`src/rtl/tile_update_queue_pkg.sv`:
```
// Shared tile types: object codes, grid size, RGB565 palette
// and the {x,y,code} request bundle.
package tile_pkg;

    localparam int GRID_W = 16;
    localparam int GRID_H = 12;

    typedef enum logic [2:0] {
        OBJ_EMPTY  = 3'd0,
        OBJ_HEAD   = 3'd1,
        OBJ_BODY   = 3'd2,
        OBJ_APPLE  = 3'd3,
        OBJ_BORDER = 3'd4
    } obj_code_t;

    localparam logic [15:0] RGB_BG     = 16'h0000;
    localparam logic [15:0] RGB_HEAD   = 16'h07E0;
    localparam logic [15:0] RGB_BODY   = 16'h03E0;
    localparam logic [15:0] RGB_APPLE  = 16'hF800;
    localparam logic [15:0] RGB_BORDER = 16'hFFFF;

    typedef struct packed {
        logic [3:0] x;
        logic [3:0] y;
        obj_code_t  code;
    } tile_req_t;

    function automatic logic [15:0] obj_color(obj_code_t c);
        case (c)
            OBJ_HEAD:   return RGB_HEAD;
            OBJ_BODY:   return RGB_BODY;
            OBJ_APPLE:  return RGB_APPLE;
            OBJ_BORDER: return RGB_BORDER;
            default:    return RGB_BG;
        endcase
    endfunction

endpackage

```
`src/rtl/tile_update_queue_sync_fifo.sv`:
```
// Single-clock FIFO with registered read data; a write into a
// full FIFO is accepted when a pop frees a slot in the same cycle.
module sync_fifo #(
    parameter int DEPTH = 16,
    parameter int WIDTH = 11
) (
    input  logic                     clk,
    input  logic                     nrst,
    input  logic                     push,
    input  logic                     pop,
    input  logic [WIDTH-1:0]         wdata,
    output logic [WIDTH-1:0]         rdata,
    output logic                     full,
    output logic                     empty,
    output logic [$clog2(DEPTH):0]   count
);

    localparam int AW = $clog2(DEPTH);

    logic [WIDTH-1:0] mem [DEPTH];
    logic [AW-1:0]    wr_ptr;
    logic [AW-1:0]    rd_ptr;
    logic             wr_en;
    logic             rd_en;

    assign full  = (count == (AW+1)'(DEPTH));
    assign empty = (count == '0);
    assign rd_en = pop & ~empty;
    assign wr_en = push & (~full | rd_en);

    always_ff @(posedge clk) begin
        if (wr_en) begin
            mem[wr_ptr] <= wdata;
        end
    end

    always_ff @(posedge clk or negedge nrst) begin
        if (!nrst) begin
            wr_ptr <= '0;
            rd_ptr <= '0;
            count  <= '0;
            rdata  <= '0;
        end else begin
            if (wr_en) begin
                wr_ptr <= wr_ptr + AW'(1);
            end
            if (rd_en) begin
                rd_ptr <= rd_ptr + AW'(1);
                rdata  <= mem[rd_ptr];
            end
            count <= count + (AW+1)'(wr_en) - (AW+1)'(rd_en);
        end
    end

endmodule

```
`src/rtl/tile_update_queue.sv`:
```
// Queues changed grid cells from the frame scan and presents them
// to the display writer as RGB565 tile-paint requests.
module tile_update_queue
    import tile_pkg::*;
#(
    parameter int DEPTH = 16,
    parameter int CNT_W = 8
) (
    input  logic                     clk,
    input  logic                     nrst,
    input  logic                     enable,
    input  logic                     diff,
    input  logic [3:0]               x,
    input  logic [3:0]               y,
    input  logic [2:0]               obj_code,
    output logic                     upd_valid,
    input  logic                     upd_ready,
    output logic [3:0]               upd_x,
    output logic [3:0]               upd_y,
    output logic [15:0]              upd_color,
    output logic [$clog2(DEPTH):0]   fifo_count,
    output logic                     overflow,
    input  logic                     ovf_clr,
    output logic [CNT_W-1:0]         drop_cnt
);

    typedef enum logic {
        IDLE,
        PRESENT
    } state_t;

    state_t    state;
    state_t    state_n;
    tile_req_t wr_req;
    tile_req_t head;
    logic      capture;
    logic      pop;
    logic      full;
    logic      empty;
    logic      drop;

    assign capture = enable & diff
                   & (obj_code <= 3'(OBJ_BORDER))
                   & (y <= 4'(GRID_H - 1));

    assign wr_req = '{x: x, y: y, code: obj_code_t'(obj_code)};

    assign pop  = ~empty & ((state == IDLE) | upd_ready);
    assign drop = capture & full & ~pop;

    sync_fifo #(
        .DEPTH (DEPTH),
        .WIDTH ($bits(tile_req_t))
    ) u_fifo (
        .clk   (clk),
        .nrst  (nrst),
        .push  (capture),
        .pop   (pop),
        .wdata (wr_req),
        .rdata (head),
        .full  (full),
        .empty (empty),
        .count (fifo_count)
    );

    always_ff @(posedge clk or negedge nrst) begin
        if (!nrst) begin
            state <= IDLE;
        end else begin
            state <= state_n;
        end
    end

    always_comb begin
        state_n = state;
        case (state)
            IDLE: begin
                if (!empty) state_n = PRESENT;
            end
            PRESENT: begin
                if (upd_ready && empty) state_n = IDLE;
            end
            default: state_n = IDLE;
        endcase
    end

    // Request fields come straight from the FIFO's popped-entry register.
    assign upd_valid = (state == PRESENT);
    assign upd_x     = head.x;
    assign upd_y     = head.y;
    assign upd_color = obj_color(head.code);

    // A drop in the same cycle as a clear leaves a fresh count of one.
    always_ff @(posedge clk or negedge nrst) begin
        if (!nrst) begin
            overflow <= 1'b0;
            drop_cnt <= '0;
        end else if (drop) begin
            overflow <= 1'b1;
            if (ovf_clr) begin
                drop_cnt <= CNT_W'(1);
            end else if (drop_cnt != '1) begin
                drop_cnt <= drop_cnt + CNT_W'(1);
            end
        end else if (ovf_clr) begin
            overflow <= 1'b0;
            drop_cnt <= '0;
        end
    end

endmodule

```
`config.mk`:
```
export PLATFORM = sky130hd
export DESIGN_NAME = tile_update_queue
export DESIGN_NICKNAME = d
export VERILOG_FILES = /design/src/rtl/tile_update_queue_pkg.sv /design/src/rtl/tile_update_queue_sync_fifo.sv /design/src/rtl/tile_update_queue.sv
export SDC_FILE = /design/constraint.sdc
export NUM_CORES = 1
export LEC_CHECK = 0
export ABC_AREA = 0
export CORE_MARGIN = 2
export CORE_UTILIZATION = 59
export CTS_BUF_LIST = sky130_fd_sc_hd__clkbuf_16
export CTS_CLUSTER_SIZE = 20
export DETAILED_ROUTE_END_ITERATION = 8
export GPL_TIMING_DRIVEN = 1
export HOLD_SLACK_MARGIN = 0.08
export PLACE_DENSITY = 0.8
export SLEW_MARGIN = 20
export SYNTH_ARGS = -nofsm -noshare
export SYNTH_HDL_FRONTEND = slang
export SYNTH_SLANG_ARGS = --single-unit
```
`constraint.sdc`:
```
create_clock -name clk -period 3.7 [get_ports clk]
set_input_delay 1.11 -clock clk [delete_from_list [all_inputs] [get_ports clk]]
set_output_delay 1.11 -clock clk [all_outputs]
set_load 0.005 [all_outputs]
```
==> run_results.csv <==
group,metric,value,unit
status,status,"finished clean",
clock_network,holdBufCountCts,0,
die,die_area,0.0156,mm2
placement,dp.cells,702,
placement,place_hpwl,10600,um
drt,dr.max_layer_used,"met4",
power,ir_worst_vdd,0.387,mV
global_routing,grt_max_degree,48,
sta,rsz0062_at_grt,"no",
logic_synthesis,synth_fp_nets,504,
logic_synthesis,avgSynthCellArea,18.2,um2
drt,route.met2.wl,8910,um
sta,fin_tns_setup,0,ns
placement,io_buffers,55,
job,drv_cap,0,
logic_synthesis,synth-seq-area-share,71.0,%
layout,fin_nets,571,
logic_synthesis,async_flop_share,16.2,%
layout,diodes,0,
sta,hold_violations,0,
die,io_pins,56,
setup_path,endpoint_kind,"output port",
setup_path,crit_slowest_cell,"clkdlybuf4s50_1",
setup_path,critPathRequiredTime,2.59,ns
drt,drc_errors,0,
layout,mostFrequentLayoutCell,"edfxtp_1",
die,start_util,59.9,%
setup_path,cpMostUsedCell,"nor2b_1",
sta,period_share,87.9,%
die,core_area,0.0144,mm2
sta,setup_slack,0.448,ns
setup_path,crit_chain,"nor2b_1, nor2b_1, a21o_1, clkdlybuf4s50_1",
clock_network,htreeDepth,1,
clock_network,post_cts_resized,0,
drt,via_per_inst,6.25,
power,powerDensity,707,mW/mm2
sta,finClkSkew,0.0171,ns
logic_synthesis,synth_top_flop_cell,"edfxtp_1",
layout,layout_common_cells,"176 x edfxtp_1, 54 x clkdlybuf4s50_1, 45 x mux4_2",
drt,wl_met3,1370,um
setup_path,crit_type,"reg -> out",
drt,firstDrtPassIters,5,
layout,drive_above_1_share,19.8,%
die,rows,44,
global_routing,grt_pass1_wl,27400,um
power,power.leakage,3.59,nW
layout,fillCellCount,870,
logic_synthesis,synth-edff-count,176,
layout,finalCoreUtilization,69.6,%
sta,finalSetupViolations,0,
clock_network,clkLatencyLatePin,0.50,ns
logic_synthesis,syn_area,0.00864,mm2
power,internal-power,5.05,mW
placement,placed_area,0.00941,mm2
setup_path,cpPeakStageDelay,0.53,ns
global_routing,overflow,0,
die,dieHeight,125,um
setup_path,worst-path-max-fanout,6,
placement,place.gp.congestion,0.797,
setup_path,critPathBufInv,1,
setup_path,arrival,2.14,ns
setup_path,critical-path-top-delay-family,"simple AND/OR/NAND/NOR gates",
sta,slew_viol_final,0,
sta,slew-limit-headroom,32.5,%
power,p_seq_share,42.1,%
placement,pre_cts_slack,0.224,ns
clock_network,root_buffer,"clkbuf_16",
logic_synthesis,synth.ff_latch_count,210,
drt,wl_per_cell,24.1,um
die,die_w,125,um
sta,timing.final.crit_period,3.25,ns
logic_synthesis,syn_inst,474,
setup_path,startpoint_type,"flip-flop",
hold_path,hp-class,"reg -> reg",
power,power_switching,2.05,mW
clock_network,cts_tree,"done",
drt,routed_wl,17800,um
logic_synthesis,ys_types,41,
global_routing,antenna_found_initial,0,
logic_synthesis,ys_warn_count,0,
drt,ant_nets,0,
sta,hold_slack,0.479,ns
setup_path,r2r_slack,0.95,ns
layout,instances_no_fill,740,
global_routing,gr-usage-all-layers,23.0,%
power,comb_power_share,30.6,%
drt,vias,4625,
drt,wl_met1,7130,um
clock_network,cts_buffers,21,
clock_network,clkSinkCount,210,
power,clkPwrFrac,27.3,%
layout,design_area,0.0100,mm2
sta,tightestPinTransition,1.01,ns
power,p_sw_share,28.9,%
clock_network,cts_buffer_depth,3,
clock_network,clk_pin_slew,0.06,ns
global_routing,grt_pass1_vias,4711,
layout,area.growth.synth_to_final,16.2,%
clock_network,cts_setup_buffers,0,
drt,drt_iter0_drc,535,
sta,fmax,308,MHz
power,total_power,7.10,mW
[synthesized netlist by cell type, types with 2 or more instances]
| library cell | count | share of area [%] |
|---|---|---|
| inv_1 | 15 | 0.65 |
| a211oi_1 | 10 | 0.87 |
| a311o_1 | 3 | 0.35 |
| nand4_1 | 4 | 0.29 |
| o22ai_1 | 10 | 0.72 |
| nand2b_1 | 2 | 0.14 |
| ha_1 | 12 | 1.7 |
| a311oi_1 | 4 | 0.41 |
| nand2_1 | 13 | 0.56 |
| mux4_2 | 45 | 12 |
| a31oi_1 | 2 | 0.14 |
| nor3b_1 | 2 | 0.17 |
| buf_1 | 3 | 0.13 |
| or2_2 | 3 | 0.22 |
| o21ai_0 | 3 | 0.17 |
| a21oi_1 | 2 | 0.12 |
| nor3_1 | 4 | 0.23 |
| clkbuf_1 | 4 | 0.17 |
| edfxtp_1 | 176 | 61 |
| nand3_1 | 8 | 0.46 |
| buf_4 | 25 | 2.2 |
| o311ai_0 | 3 | 0.30 |
| nor4_1 | 2 | 0.14 |
| dfrtp_1 | 34 | 9.8 |
| xnor2_1 | 8 | 0.81 |
| and3_1 | 15 | 1.1 |
| nor2_1 | 10 | 0.43 |
| mux2i_1 | 10 | 1.2 |
| nor2b_1 | 9 | 0.65 |
| a21o_1 | 13 | 1.1 |
| xor2_1 | 3 | 0.30 |
| buf_2 | 8 | 0.46 |
[metal layers]
metal | vias up | track usage [%]
li1 | 2011 | -
met1 | 2355 | 32.1
met2 | 221 | 38.1
met3 | 38 | 4.28
met4 | 0 | 6.67
met5 | - | 0
[worst paths after layout]
kind	startpoint	end	cells after the start
setup / recovery	u_fifo.rdata[2]$_DFFE_PN0P_	upd_color[15]	4
max in group asynchronous	nrst	u_fifo.rd_ptr[0]$_DFFE_PN0P_	1
setup reg to reg	u_fifo.count[3]$_DFF_PN0_	u_fifo.count[4]$_DFF_PN0_	13
min in group asynchronous	nrst	drop_cnt[2]$_DFFE_PN0P_	1
hold reg to reg	u_fifo.rdata[6]$_DFFE_PN0P_	u_fifo.rdata[6]$_DFFE_PN0P_	1
hold / removal	u_fifo.rdata[6]$_DFFE_PN0P_	u_fifo.rdata[6]$_DFFE_PN0P_	1
[state kept, by name, indices dropped and copies added (netlist names)]
register and cells:
u_fifo.rd_ptr 4, overflow 1, upd_valid 1, u_fifo.rdata 11
drop_cnt 8, u_fifo.mem 176, u_fifo.wr_ptr 4, u_fifo.count 5
[power groups by stage]
stage	clock network (mW)	registers (mW)	logic (mW)
2_1_floorplan	0	2.92	1.59
4_1_cts	1.97	2.99	2.19
6_report	1.94	2.99	2.18
3_3_place_gp	0	3.02	2.08
3_5_place_dp	0	3.03	2.15
5_1_grt	2.06	3.01	2.34
[worst register-to-register path: cells and delay by family (launching register included)]
family                     cells  cell delay (ns)
DFF                            1             0.41
AOI/OAI and AO/OA              1             0.15
and+or+nand+nor                4             0.69
adders and majority gates      4             1.09
buffers and inverters          3             0.21
xor gates and xnor gates       1             0.12
[cell type report]
class,count,area [um2],area share (%)
clock buffer,21,526,5.24
clock inverter,17,105,1.05
inverter,15,56.3,0.561
multi-input combinational,208,2190,21.8
sequential,210,6140,61.1
tap,184,230,2.29
timing repair buffer,85,796,7.93
[cell families after synthesis]
| family | after synthesis | synth area share [%] |
|---|---|---|
| mux | 55 | 12.9 |
| fa+ha+maj | 13 | 1.97 |
| flops | 210 | 71.0 |
| buf+inv | 56 | 3.72 |
| compound gates | 53 | 4.53 |
| simple gates | 76 | 4.75 |
| xor+xnor | 11 | 1.12 |
(Power assumes the default switching activity.)
